[config.mk]
export PLATFORM = sky130hd
export DESIGN_NAME = control_sequencer
export DESIGN_NICKNAME = d
export VERILOG_FILES = /design/src/rtl/control_sequencer_pkg.sv /design/src/rtl/control_sequencer_reg_select.sv /design/src/rtl/control_sequencer.sv
export SDC_FILE = /design/constraint.sdc
export NUM_CORES = 1
export LEC_CHECK = 0
export ABC_AREA = 1
export ABC_CLOCK_PERIOD_IN_PS = 2100
export CORE_MARGIN = 1.5
export CORE_UTILIZATION = 44
export CTS_CLUSTER_DIAMETER = 60
export DETAILED_ROUTE_END_ITERATION = 8
export PLACE_DENSITY = 0.84
export SYNTH_ARGS = -nofsm -noshare
export SYNTH_HDL_FRONTEND = slang
export SYNTH_SLANG_ARGS = --single-unit
[constraint.sdc]
create_clock -name clock -period 2.1 [get_ports clock]
set_input_delay 0.315 -clock clock [delete_from_list [all_inputs] [get_ports clock]]
set_output_delay 0.315 -clock clock [all_outputs]
set_load 0.02 [all_outputs]
[src/rtl/control_sequencer_pkg.sv]
// control_sequencer_pkg: opcodes, instruction classes, state encoding
// and IR field positions shared by the control sequencer files.
package control_sequencer_pkg;

  localparam int IR_W     = 32;
  localparam int OPC_BITS = 5;
  localparam int IDX_W    = 4;

  localparam int OPC_MSB = 31;
  localparam int OPC_LSB = 27;
  localparam int RA_MSB  = 26;
  localparam int RA_LSB  = 23;
  localparam int RB_MSB  = 22;
  localparam int RB_LSB  = 19;
  localparam int RC_MSB  = 18;
  localparam int RC_LSB  = 15;

  typedef logic [OPC_BITS-1:0] opc_t;

  localparam opc_t OP_ADD  = 5'b00011;
  localparam opc_t OP_SUB  = 5'b00100;
  localparam opc_t OP_AND  = 5'b00101;
  localparam opc_t OP_OR   = 5'b00110;
  localparam opc_t OP_SHR  = 5'b00111;
  localparam opc_t OP_SHRA = 5'b01000;
  localparam opc_t OP_SHL  = 5'b01001;
  localparam opc_t OP_ROR  = 5'b01010;
  localparam opc_t OP_ROL  = 5'b01011;
  localparam opc_t OP_MUL  = 5'b01111;
  localparam opc_t OP_DIV  = 5'b10000;
  localparam opc_t OP_NEG  = 5'b10001;
  localparam opc_t OP_NOT  = 5'b10010;
  localparam opc_t OP_NOP  = 5'b11010;
  localparam opc_t OP_HALT = 5'b11011;

  typedef enum logic [3:0] {
    S_IDLE,
    S_T0,
    S_T1,
    S_T2,
    S_T3,
    S_T4,
    S_T5,
    S_T6,
    S_HALT
  } state_e;

  typedef enum logic [2:0] {
    C_ALU3,
    C_ALU2,
    C_MULDIV,
    C_NOP,
    C_HALT,
    C_ILLEGAL
  } cls_e;

  function automatic cls_e op_class(input opc_t op);
    case (op)
      OP_ADD, OP_SUB, OP_AND, OP_OR, OP_SHR,
      OP_SHRA, OP_SHL, OP_ROR, OP_ROL:
        op_class = C_ALU3;
      OP_NEG, OP_NOT:
        op_class = C_ALU2;
      OP_MUL, OP_DIV:
        op_class = C_MULDIV;
      OP_NOP:
        op_class = C_NOP;
      OP_HALT:
        op_class = C_HALT;
      default:
        op_class = C_ILLEGAL;
    endcase
  endfunction

endpackage

[src/rtl/control_sequencer_reg_select.sv]
// reg_select: register index to NUM_REGS one-hot decode.
// idx_i in, onehot_o out, oor_o high when idx_i >= N (onehot_o = 0).
module reg_select
  import control_sequencer_pkg::*;
#(
  parameter int N = 16
) (
  input  logic [IDX_W-1:0] idx_i,
  output logic [N-1:0]     onehot_o,
  output logic             oor_o
);

  always_comb begin
    onehot_o = '0;
    for (int i = 0; i < N; i++) begin
      onehot_o[i] = (idx_i == IDX_W'(i));
    end
    oor_o = ~|onehot_o;
  end

endmodule

[src/rtl/control_sequencer.sv]
// control_sequencer: multi-cycle fetch/decode/execute control FSM.
// Ports: clock/clear(sync, low), start/stop/mem_ready/ir in;
// datapath strobes, Rin/Rout one-hot, opcode, status and count out.
module control_sequencer
  import control_sequencer_pkg::*;
#(
  parameter int NUM_REGS = 16,
  parameter int OPC_W    = 5,
  parameter int COUNT_W  = 16
) (
  input  logic                clock,
  input  logic                clear,
  input  logic                start,
  input  logic                stop,
  input  logic                mem_ready,
  input  logic [IR_W-1:0]     ir,
  output logic                PCout,
  output logic                MARin,
  output logic                IncPC,
  output logic                PCin,
  output logic                Read,
  output logic                MDRin,
  output logic                MDRout,
  output logic                IRin,
  output logic                Yin,
  output logic                Zlowin,
  output logic                Zhighin,
  output logic                Zlowout,
  output logic                Zhighout,
  output logic                LOin,
  output logic                HIin,
  output logic [NUM_REGS-1:0] Rin,
  output logic [NUM_REGS-1:0] Rout,
  output logic [OPC_W-1:0]    opcode,
  output logic                run_status,
  output logic                illegal_op,
  output logic                instr_done,
  output logic [COUNT_W-1:0]  instr_count
);

  state_e               state_q, state_d;
  logic                 stop_q, stop_d;
  logic [COUNT_W-1:0]   cnt_q, cnt_d;

  opc_t                 opc;
  cls_e                 cls;
  logic [NUM_REGS-1:0]  ra_oh, rb_oh, rc_oh;
  logic                 ra_oor, rb_oor, rc_oor;
  logic                 bad_reg;
  logic                 illegal;
  logic                 unused_ir;

  assign opc       = ir[OPC_MSB:OPC_LSB];
  assign cls       = op_class(opc);
  assign unused_ir = ^ir[RC_LSB-1:0];

  reg_select #(.N(NUM_REGS)) u_ra (
    .idx_i    (ir[RA_MSB:RA_LSB]),
    .onehot_o (ra_oh),
    .oor_o    (ra_oor)
  );

  reg_select #(.N(NUM_REGS)) u_rb (
    .idx_i    (ir[RB_MSB:RB_LSB]),
    .onehot_o (rb_oh),
    .oor_o    (rb_oor)
  );

  reg_select #(.N(NUM_REGS)) u_rc (
    .idx_i    (ir[RC_MSB:RC_LSB]),
    .onehot_o (rc_oh),
    .oor_o    (rc_oor)
  );

  // Only the fields a class actually uses can make it illegal.
  always_comb begin
    bad_reg = 1'b0;
    unique case (cls)
      C_ALU3:           bad_reg = ra_oor | rb_oor | rc_oor;
      C_ALU2, C_MULDIV: bad_reg = ra_oor | rb_oor;
      default:          bad_reg = 1'b0;
    endcase
  end

  assign illegal = (cls == C_ILLEGAL) | bad_reg;

  always_ff @(posedge clock) begin
    if (!clear) begin
      state_q <= S_IDLE;
      stop_q  <= 1'b0;
      cnt_q   <= '0;
    end else begin
      state_q <= state_d;
      stop_q  <= stop_d;
      cnt_q   <= cnt_d;
    end
  end

  always_comb begin
    state_d    = state_q;
    stop_d     = stop_q;
    cnt_d      = cnt_q;
    PCout      = 1'b0;
    MARin      = 1'b0;
    IncPC      = 1'b0;
    PCin       = 1'b0;
    Read       = 1'b0;
    MDRin      = 1'b0;
    MDRout     = 1'b0;
    IRin       = 1'b0;
    Yin        = 1'b0;
    Zlowin     = 1'b0;
    Zhighin    = 1'b0;
    Zlowout    = 1'b0;
    Zhighout   = 1'b0;
    LOin       = 1'b0;
    HIin       = 1'b0;
    Rin        = '0;
    Rout       = '0;
    opcode     = '0;
    illegal_op = 1'b0;
    instr_done = 1'b0;
    run_status = !(state_q inside {S_IDLE, S_HALT});

    unique case (state_q)
      S_IDLE: begin
        if (start && !stop) state_d = S_T0;
      end
      S_HALT: begin
        if (start) state_d = S_T0;
      end
      S_T0: begin
        PCout   = 1'b1;
        MARin   = 1'b1;
        IncPC   = 1'b1;
        Zlowin  = 1'b1;
        state_d = S_T1;
      end
      S_T1: begin
        Zlowout = 1'b1;
        PCin    = 1'b1;
        Read    = 1'b1;
        MDRin   = 1'b1;
        if (mem_ready) state_d = S_T2;
      end
      S_T2: begin
        MDRout  = 1'b1;
        IRin    = 1'b1;
        state_d = S_T3;
      end
      S_T3: begin
        if (illegal) begin
          illegal_op = 1'b1;
          state_d    = S_T0;
        end else begin
          unique case (cls)
            C_ALU3: begin
              Rout    = rb_oh;
              Yin     = 1'b1;
              state_d = S_T4;
            end
            C_ALU2: begin
              Rout    = rb_oh;
              Zlowin  = 1'b1;
              opcode  = OPC_W'(opc);
              state_d = S_T4;
            end
            C_MULDIV: begin
              Rout    = ra_oh;
              Yin     = 1'b1;
              state_d = S_T4;
            end
            C_NOP: begin
              instr_done = 1'b1;
            end
            C_HALT: begin
              instr_done = 1'b1;
              state_d    = S_HALT;
            end
            default: state_d = S_T0;
          endcase
        end
      end
      S_T4: begin
        unique case (cls)
          C_ALU3: begin
            Rout    = rc_oh;
            Zlowin  = 1'b1;
            opcode  = OPC_W'(opc);
            state_d = S_T5;
          end
          C_ALU2: begin
            Zlowout    = 1'b1;
            Rin        = ra_oh;
            instr_done = 1'b1;
          end
          C_MULDIV: begin
            Rout    = rb_oh;
            Zlowin  = 1'b1;
            Zhighin = 1'b1;
            opcode  = OPC_W'(opc);
            state_d = S_T5;
          end
          default: state_d = S_T0;
        endcase
      end
      S_T5: begin
        unique case (cls)
          C_ALU3: begin
            Zlowout    = 1'b1;
            Rin        = ra_oh;
            instr_done = 1'b1;
          end
          C_MULDIV: begin
            Zlowout = 1'b1;
            LOin    = 1'b1;
            state_d = S_T6;
          end
          default: state_d = S_T0;
        endcase
      end
      S_T6: begin
        Zhighout   = 1'b1;
        HIin       = 1'b1;
        instr_done = 1'b1;
      end
      default: state_d = S_IDLE;
    endcase

    // A stop seen in the retiring cycle itself also ends the run.
    if (instr_done) begin
      cnt_d  = cnt_q + COUNT_W'(1);
      stop_d = 1'b0;
      if (state_d != S_HALT) begin
        state_d = (stop_q || stop) ? S_IDLE : S_T0;
      end
    end else if (run_status && stop) begin
      stop_d = 1'b1;
    end
  end

  assign instr_count = cnt_q;

endmodule

Yosys cells after proc, flatten, opt, wreduce, memory -nomap -nowiden:

Memory sizes are Yosys's and may differ from the RTL's.
Index checks and enable logic that the tools add are counted.

* $add $sub $neg: 1
* reductions and logical operators: 23
* eq/ne operators: 59
* bitwise logic cells: 4
* muxes and demuxes: 43

Operator list (count)
* $pmux 16 s2: 4
* $eq 4x4->1 const B: 25
* $eq 4x3->1 const B: 16
* $mux 16: 3
* $reduce_or 16->1: 3
* $pmux 4 s9: 1
* $eq 4x2->1 const B: 8
* $mux 4: 6
* $mux 1: 18
* $add 16x1->16 const B: 1
* $eq 4x1->1 const B: 4
* $logic_not 4->1: 4
* $pmux 4 s2: 2
* $mux 5: 3
* $pmux 4 s3: 1
* $pmux 5 s2: 1
* $reduce_or 2->1: 5
* $eq 3x2->1 const B: 2
* $eq 3x3->1 const B: 2
* $pmux 1 s3: 2
* $logic_not 1->1: 5
* $ne 4x4->1 const B: 1
* $pmux 1 s4: 1
* $eq 3x1->1 const B: 1
* 8 further kinds: 11

* output and inout port bits: 71
* bits in registers: 21
* input bits: 37
* memories kept: 1
* ROM bits: 96

Memory list
* (no name shown): depth 32, bits a word 3, read ports 1, clocked after Yosys merged registers in 0, wr ports 0, line control_sequencer_pkg.sv:58 `case (op)`

Longest topological paths before layout:

Gate-level depths: netlist (run 1).

* word-level depth: 12
* mapped depth: 12
* depth with buffers taken out: 12

Modules after synthesis:

A second synthesis (run 1) with hierarchy kept.

* cells, all modules: 488
* area, all modules: 2645.0 sq um

Modules (own cells, without submodules)
* control_sequencer: sequential area each 420.4 sq um, area an instance 2296.0 sq um, cells each 398, times used 1
* reg_select: sequential area each 0.0 sq um, area an instance 116.4 sq um, cells each 30, times used 3

Least setup slack after synthesis (run 1):

Ideal clock, no wire load.

* path type: input -> output
* start: input port ir[27]
* end: output port Rin[10]
* setup slack: 0.070 ns
* stages on the path: 10
* data required time: 1.785 ns
* arrival: 1.715 ns
* cell sequence: nor2_2 > nand2_2 > nand3_1 > nand2_2 > nor2_2 > nand3_4 > nand2_1 > inv_2 > buf_6 > nor3_1

* word-level cells in the longest chain between the ends: 4
* elaborated cells between the ends (all ways): 6
* those cells by class: 1 x eq/ne; 3 x mux; 1 x reduce/logical; 1 x memory

RTL lines
* from (decl): line control_sequencer.sv:16 `input logic [IR_W-1:0] ir,`
* $mem_v2 32x3 *
* $eq 3x1->1 / $logic_not 3->1 (equally long branches): line control_sequencer.sv:185, control_sequencer.sv:208
* $mux 16 (on tied branches): line control_sequencer.sv:185, control_sequencer.sv:208
* $pmux 16 s2 *: line control_sequencer.sv:125 `unique case (state_q)`
* to (decl): line control_sequencer.sv:32 `output logic [NUM_REGS-1:0] Rin,`

Mark *: on every way between the ends. The rest lies on a longest branch, timed or not.

Worst setup path in the final report (run 1):

* start: input port ir[28]
* end: output port Rin[10]

The elaborated chain is that of the path after synthesis.

==> impl_metrics.tcl, run 1 <==
set metrics [dict create \
    status "complete, but fails checks" \
    violations "negative setup slack" \
    worstSkewPairLatency_ps 260 \
    stdcell_area_um2 4354 \
    cap_violations 0 \
    crit_type "primary input to output pin" \
    placed_area_um2 4019 \
    area_growth_pct 69.92 \
    synthArstFlopShare_pct 0 \
    routed_wl_um 10250 \
    wl_per_cell_um 15.28 \
    drive_gt1_share_pct 39.73 \
    rsz0062_at_grt "true" \
    cts_buffers 3 \
    core-area_um2 5574 \
    drt_drc_violations_left 0 \
    die_h_um 79.32 \
    worst_pin_slew_ps 442.5 \
    fill_cells 415 \
    multi_input_area_um2 1991 \
    grt_max_degree 18 \
    top_layer_used "met4" \
    cp_max_fo 8 \
    finalNetCount 638 \
    h-tree-depth 1 \
    whs_ps 506.2 \
    hold_violations 0 \
    min_period_ps 2254 \
    seq_area_um2 425.4 \
    max-slew-margin-rel_pct 70.23 \
    grt_pass1_vias 3470 \
    p_leak_nw 2.065 \
    synth_fp_nets 466 \
    grt_usage_pct 31.68 \
    slew_viol_final 0 \
    post-route-period-util_pct 107.3 \
    cp_data_required_time_ps 1780 \
    dr.pass1.iters 4 \
    gp_congestion 0.9169 \
    rows 27 \
    ys_seq_area_share_pct 16.41 \
    ys_warn_count 0 \
    syn_avg_cell_area_um2 5.987 \
    synth_ff_type "dfxtp_1" \
    start_util_pct 45.97 \
    cts_num_sinks 21 \
    io_pins 108 \
    arrival_ps 1940 \
    clockBufferDepth 2 \
    portBuffers 92 \
    endpoint_kind "output pin" \
    peakVddDrop_v 0.0003435 \
    dp_hpwl_um 7213 \
    met1Wirelength_um 3929 \
    cts.root.buffer_cell "clkbuf_8" \
    pre_cts_ws_ps -914.3 \
    diodes 0 \
    drtAntennaViolNets 0 \
    wl_met2_um 5261 \
    path_clk_slew_ps 80 \
    synth_cell_types 36 \
    die_w_um 79.32 \
    dieArea_um2 6291 \
    start_kind "primary input" \
    grt-ovfl-total 0 \
    synth_area_leader_cell "dfxtp_1" \
    drt-initial-drc-count 257 \
    clock_skew_ps 2.695 \
    synth_edf_count 0 \
    layout_setup_ws_ps -153.6 \
    vias 3704 \
    powerDensity_nw_per_um2 251.4 \
    max_freq_mhz 443.7 \
    synthCells 428 \
    syn_area_um2 2562 \
    setup_viol 25 \
    cts_tree "yes" \
    ys_top_cells_by_area "dfxtp_1 (16%), nand2_1 (14%), nand3_1 (8.6%)" \
    grt_first_pass_wirelength_um 16060 \
    hp-class "flop to flop" \
    post-synth-top-area-fraction_pct 16.41 \
    wl_met3_um 774 \
    antenna_found_initial 0 \
    routed_via_density 5.520 \
    ys_ff_latch 21 \
]
flip-flops by register name (all words and copies together), names as in the netlist:
register	count
instr_count	16
stop_q	1
state_q	4
stage by stage:
stage / total power [W] / util (%) / cells / TNS, ps
2_1_floorplan: 0.0005907 / - / 428 / 0
4_1_cts: 0.001068 / 76.27 / 663 / -128.6
5_1_grt: 0.001140 / 78.11 / 671 / -3759
6_report: 0.001095 / 78.11 / 671 / -1989
3_3_place_gp: 0.0007688 / 72.10 / 648 / -38340
3_5_place_dp: 0.0007780 / 72.10 / 648 / -42740
critical path: stages:
cell        delay (ps)
buf_2              140
inv_2               70
nand2_1             80
nand2_2             80
nand2_2             80
nand2_2             80
nand2_4            100
buf_6              130
nand4_4            110
nand2_8            120
clkinvlp_4         220
nor3_2             230
buf_4              160
final cells by class:
class / count / area share, %
clock buffers: 4 / 1.034
multi-input cells: 332 / 45.72
well taps: 72 / 2.069
flip-flops and latches: 21 / 9.770
inverters: 63 / 5.920
repair buffers: 178 / 35.32
repair inverters: 1 / 0.1724
metal layers:
| metal | up-vias | global-route usage (%) |
|---|---|---|
| li1 | 1752 | - |
| met1 | 1721 | 37.14 |
| met2 | 202 | 59.83 |
| met3 | 29 | 2.989 |
| met4 | 0 | 10.00 |
| met5 | - | 0 |
Yosys cell counts, types with 4 or more instances:
| cell | instances |
|---|---|
| nand2_1 | 93 |
| inv_1 | 52 |
| nor2_1 | 50 |
| nand3_1 | 44 |
| nand4_1 | 29 |
| nor3_1 | 28 |
| dfxtp_1 | 21 |
| nand2_2 | 17 |
| a21oi_1 | 16 |
| a21oi_2 | 10 |
| xor2_1 | 10 |
| inv_2 | 8 |
| buf_4 | 7 |
| nand3_2 | 5 |
| xnor2_1 | 4 |
report_power, final:
| group | switching [W] | total (W) | internal, W |
|---|---|---|---|
| clock network | 0.000133 | 0.000268 | 0.000135 |
| registers | 0.00000580 | 0.000409 | 0.000403 |
| logic | 0.000238 | 0.000417 | 0.000179 |
cells in the final DEF (no fill, tap or decap), drive strengths merged, types with 4 or more instances in the layout:
| cell type | count |
|---|---|
| nor3 | 32 |
| inv | 61 |
| buf | 125 |
| xor2 | 10 |
| o21ai | 4 |
| dlymetal6s2s | 4 |
| dfxtp | 21 |
| xnor2 | 4 |
| nor2 | 56 |
| a21oi | 26 |
| clkbuf | 11 |
| clkdlybuf4s50 | 33 |
| dlygate4sd2 | 6 |
| nand4 | 31 |
| nand2 | 112 |
| nand3 | 50 |
final timing paths:
| path | start | end | slack (ps) | depth (start not counted) |
|---|---|---|---|---|
| setup reg to reg | instr_count[0] | instr_count[12] | 220 | 6 |
| setup / recovery | ir[28] | Rin[10] | -150 | 13 |
| hold reg to reg | instr_count[15] | instr_count[15] | 510 | 2 |
| hold / removal | instr_count[15] | instr_count[15] | 510 | 2 |
kinds of logic (layout without fill, tap and decap cells):
group / Yosys count / count (layout) / share of synthesized area [%]
compound gates: 31 / 31 / 7.764
xor+xnor: 14 / 14 / 4.785
fa+ha+maj: 1 / 1 / 0.4882
buf+inv: 75 / 246 / 13.33
flops: 21 / 21 / 16.41
simple gates: 286 / 286 / 57.23
repair_timing:
item                                    CTS  global route
endpoints found under the setup margin   70            49
pin swaps                                20            15
hold endpoints to repair                  0             0
setup buffers                            10             8
gates cloned                              1             0
hold buffers                              0             0
resized for setup                       265            51
No activity file was read; power rests on OpenSTA's default activity.
==> run 2: changes to the inputs <==
--- a/config.mk
+++ b/config.mk
@@ -11,6 +11,7 @@
 export CORE_UTILIZATION = 44
 export CTS_CLUSTER_DIAMETER = 60
 export DETAILED_ROUTE_END_ITERATION = 8
+export GPL_TIMING_DRIVEN = 0
 export PLACE_DENSITY = 0.84
 export SYNTH_ARGS = -nofsm -noshare
 export SYNTH_HDL_FRONTEND = slang
==> run 2 against run 1 <==
The flow still finishes with violations (negative setup slack). Die area is the same. First-iteration DRC count increased by 13%. Register-to-register slack better by 50 ps. Sequential share of layout area is 0.16 points lower. Sequential power is essentially flat. Utilization rose by 2.2 points. Critical path depth down 2. Non-clock buffer count is 26 lower. Sequential cell count unchanged. Setup slack lost 11 ps. Fmax fell by 0.48%. Clock skew grew 3.3 ps.
==> impl_metrics.tcl, run 2 (synthesis gave the netlist of run 1 again) <==
set metrics [dict create \
    crit_end "opcode[4]" \
    layout_commonest_cell "nand2_1" \
    critPathBufInv 5 \
    r2r_slack_ps 270 \
    h-tree-depth 1 \
    min_period_ps 2264 \
    worst_pin_slew_ps 680.7 \
    finalNetCount 612 \
    routed_wl_um 11100 \
    power_frac_clock_pct 23.9 \
    cp_max_fo 6 \
    startpoint "ir[28]" \
    setup_viol 37 \
    layout_setup_ws_ps -164.5 \
    post-route-period-util_pct 107.8 \
    endpoint_kind "output pin" \
    core-area_um2 5574 \
    max_freq_mhz 441.6 \
    powerDensity_nw_per_um2 246.6 \
    pre_cts_ws_ps -1066 \
    reg2reg_to "instr_count[12]" \
    cp_data_required_time_ps 1780 \
    path_clk_slew_ps 70 \
    antenna_found_initial 0 \
    p_int_w 0.0006971 \
    cts.root.buffer_cell "clkbuf_8" \
    dp_hpwl_um 6273 \
    portBuffers 92 \
    grt_usage_pct 29.29 \
    area_growth_pct 74.80 \
    vias 3771 \
    diodes 0 \
    cts_num_sinks 21 \
    cp.depth 11 \
    cts_buffers 3 \
    grt-ovfl-total 0 \
    grt_first_pass_wirelength_um 15040 \
    drt-initial-drc-count 291 \
    cp_slowest_cell "o31ai_4" \
    rsz0062_at_grt "true" \
    mostFrequentLayoutCells "nand2_1 (74), buf_4 (58), inv_1 (42)" \
    ctsHoldBuffers 0 \
    switching_share_pct 36.90 \
    clockBufferDepth 2 \
    path_cells "buf_4, inv_2, nand3_1, nand3_2, nand2_4, inv_6, nand2_2, o31ai_4, inv_2, nor2_1, buf_4" \
    gp_congestion 0.9943 \
    cts_tree "yes" \
    stdcell_area_um2 4479 \
    io_pins 108 \
    drt_drc_violations_left 0 \
    die_w_um 79.32 \
    clock_skew_ps 6.001 \
    hold_violations 0 \
    peakVddDrop_v 0.0004046 \
    fill_cells 360 \
    pwr-share-comb_pct 38.8 \
    pwr-share-seq_pct 37.2 \
    start_kind "primary input" \
    crit_type "primary input to output pin" \
    dieArea_um2 6291 \
    grt_pass1_vias 3326 \
    rr_worst_depth 6 \
    slew_viol_final 0 \
    die_h_um 79.32 \
    routed_via_density 5.847 \
    dr.pass1.iters 5 \
    arrival_ps 1950 \
    worstReg2RegStart "instr_count[0]" \
    placed_area_um2 3573 \
    switching_power_w 0.0004076 \
    violations "negative setup slack" \
    largest_register_ff_count 16 \
    cpPeakStageDelay_ps 260 \
    wl_per_cell_um 17.21 \
    drive_gt1_share_pct 41.54 \
    drtAntennaViolNets 0 \
    status "complete, but fails checks" \
    p_leak_nw 2.071 \
    start_util_pct 45.97 \
    grt_max_degree 19 \
    crit_family "simple AND/OR/NAND/NOR gates" \
    max-slew-margin-rel_pct 54.62 \
    hold_path_depth 2 \
    hp-class "flop to flop" \
    cap_violations 0 \
    worstSkewPairLatency_ps 260 \
    rows 27 \
]
-- run 2: cell types whose count changed in the layout (fill, tap and decap cells not counted), sizes merged, moves of 2 or more --
cell / change
dlygate4sd2: -3
buf: -21
clkdlybuf4s15: -2
dlymetal6s2s: +3
clkbuf: -4
-- run 2: worst min path at each step --
| stage | start | to |
|---|---|---|
| 6_report | stop_q | stop_q |
| 3_3_place_gp | stop_q | stop_q |
| 2_1_floorplan | stop_q | stop_q |
| 5_1_grt | stop_q | stop_q |
| 3_5_place_dp | stop_q | stop_q |
| 4_1_cts | stop_q | stop_q |
-- run 2: timing repair --
action | CTS | global route
gates cloned | 1 | 3
setup endpoints to repair | 51 | 51
gates resized for setup | 304 | 100
setup buffers | 25 | 21
pin swaps | 25 | 24
-- run 2: worst min-delay path: cells and delay by family (launching register included) --
| family | cells | cell delay, ps |
|---|---|---|
| compound gates | 1 | 40 |
| flops | 1 | 330 |
| simple gates | 1 | 80 |
-- run 2: through the flow --
stage                     total power [W]  instances  hold slack (ps)  util, %  setup TNS (ps)
final                            0.001105        645            493.9    80.36           -3450
after global routing             0.001147        645            516.0    80.36           -6369
after CTS                        0.001020        621            495.0    71.47          -199.8
after detailed placement        0.0007062        592            477.2    64.11          -41720
after global placement          0.0007001        592            465.1    64.11          -40240
after floorplan                 0.0005907        428            452.3        -               0
-- run 2: area by class of cell --
type | instances | area [um2] | area share, %
Inverter | 63 | 277.8 | 6.201
Timing Repair Buffer | 141 | 1328 | 29.64
Buffer | 11 | 110.1 | 2.458
Tap cell | 72 | 90.09 | 2.011
Sequential cell | 21 | 430.4 | 9.609
Clock buffer | 4 | 45.04 | 1.006
Timing Repair inverter | 1 | 6.256 | 0.1397
Multi-Input combinational cell | 332 | 2192 | 48.94
-- run 2: metal layers --
metal | vias to the layer above | part of all wire (%) | GRT usage (%)
met2 | 273 | 48 | 52.99
met3 | 73 | 8.1 | 2.759
met5 | - | 0 | 0
li1 | 1701 | - | -
met1 | 1724 | 36 | 34.01
met4 | 0 | 7.2 | 14.91
-- run 2: power groups by stage --
| stage | clock (W) | combinational [W] | sequential, W |
|---|---|---|---|
| floorplan | 0 | 0.000174 | 0.000416 |
| global placement | 0 | 0.000283 | 0.000417 |
| detailed placement | 0 | 0.000289 | 0.000418 |
| CTS | 0.000265 | 0.000344 | 0.000411 |
| global route | 0.000281 | 0.000454 | 0.000411 |
| finish | 0.000264 | 0.000429 | 0.000411 |
==> run 3: changes to the inputs <==
--- a/config.mk
+++ b/config.mk
@@ -12,6 +12,7 @@
 export CTS_CLUSTER_DIAMETER = 60
 export DETAILED_ROUTE_END_ITERATION = 8
 export GPL_TIMING_DRIVEN = 0
+export HOLD_SLACK_MARGIN = 0.15
 export PLACE_DENSITY = 0.84
 export SYNTH_ARGS = -nofsm -noshare
 export SYNTH_HDL_FRONTEND = slang
==> results of run 3 <==
Same layout as run 2: the final DEF is identical, and so are final timing and power.
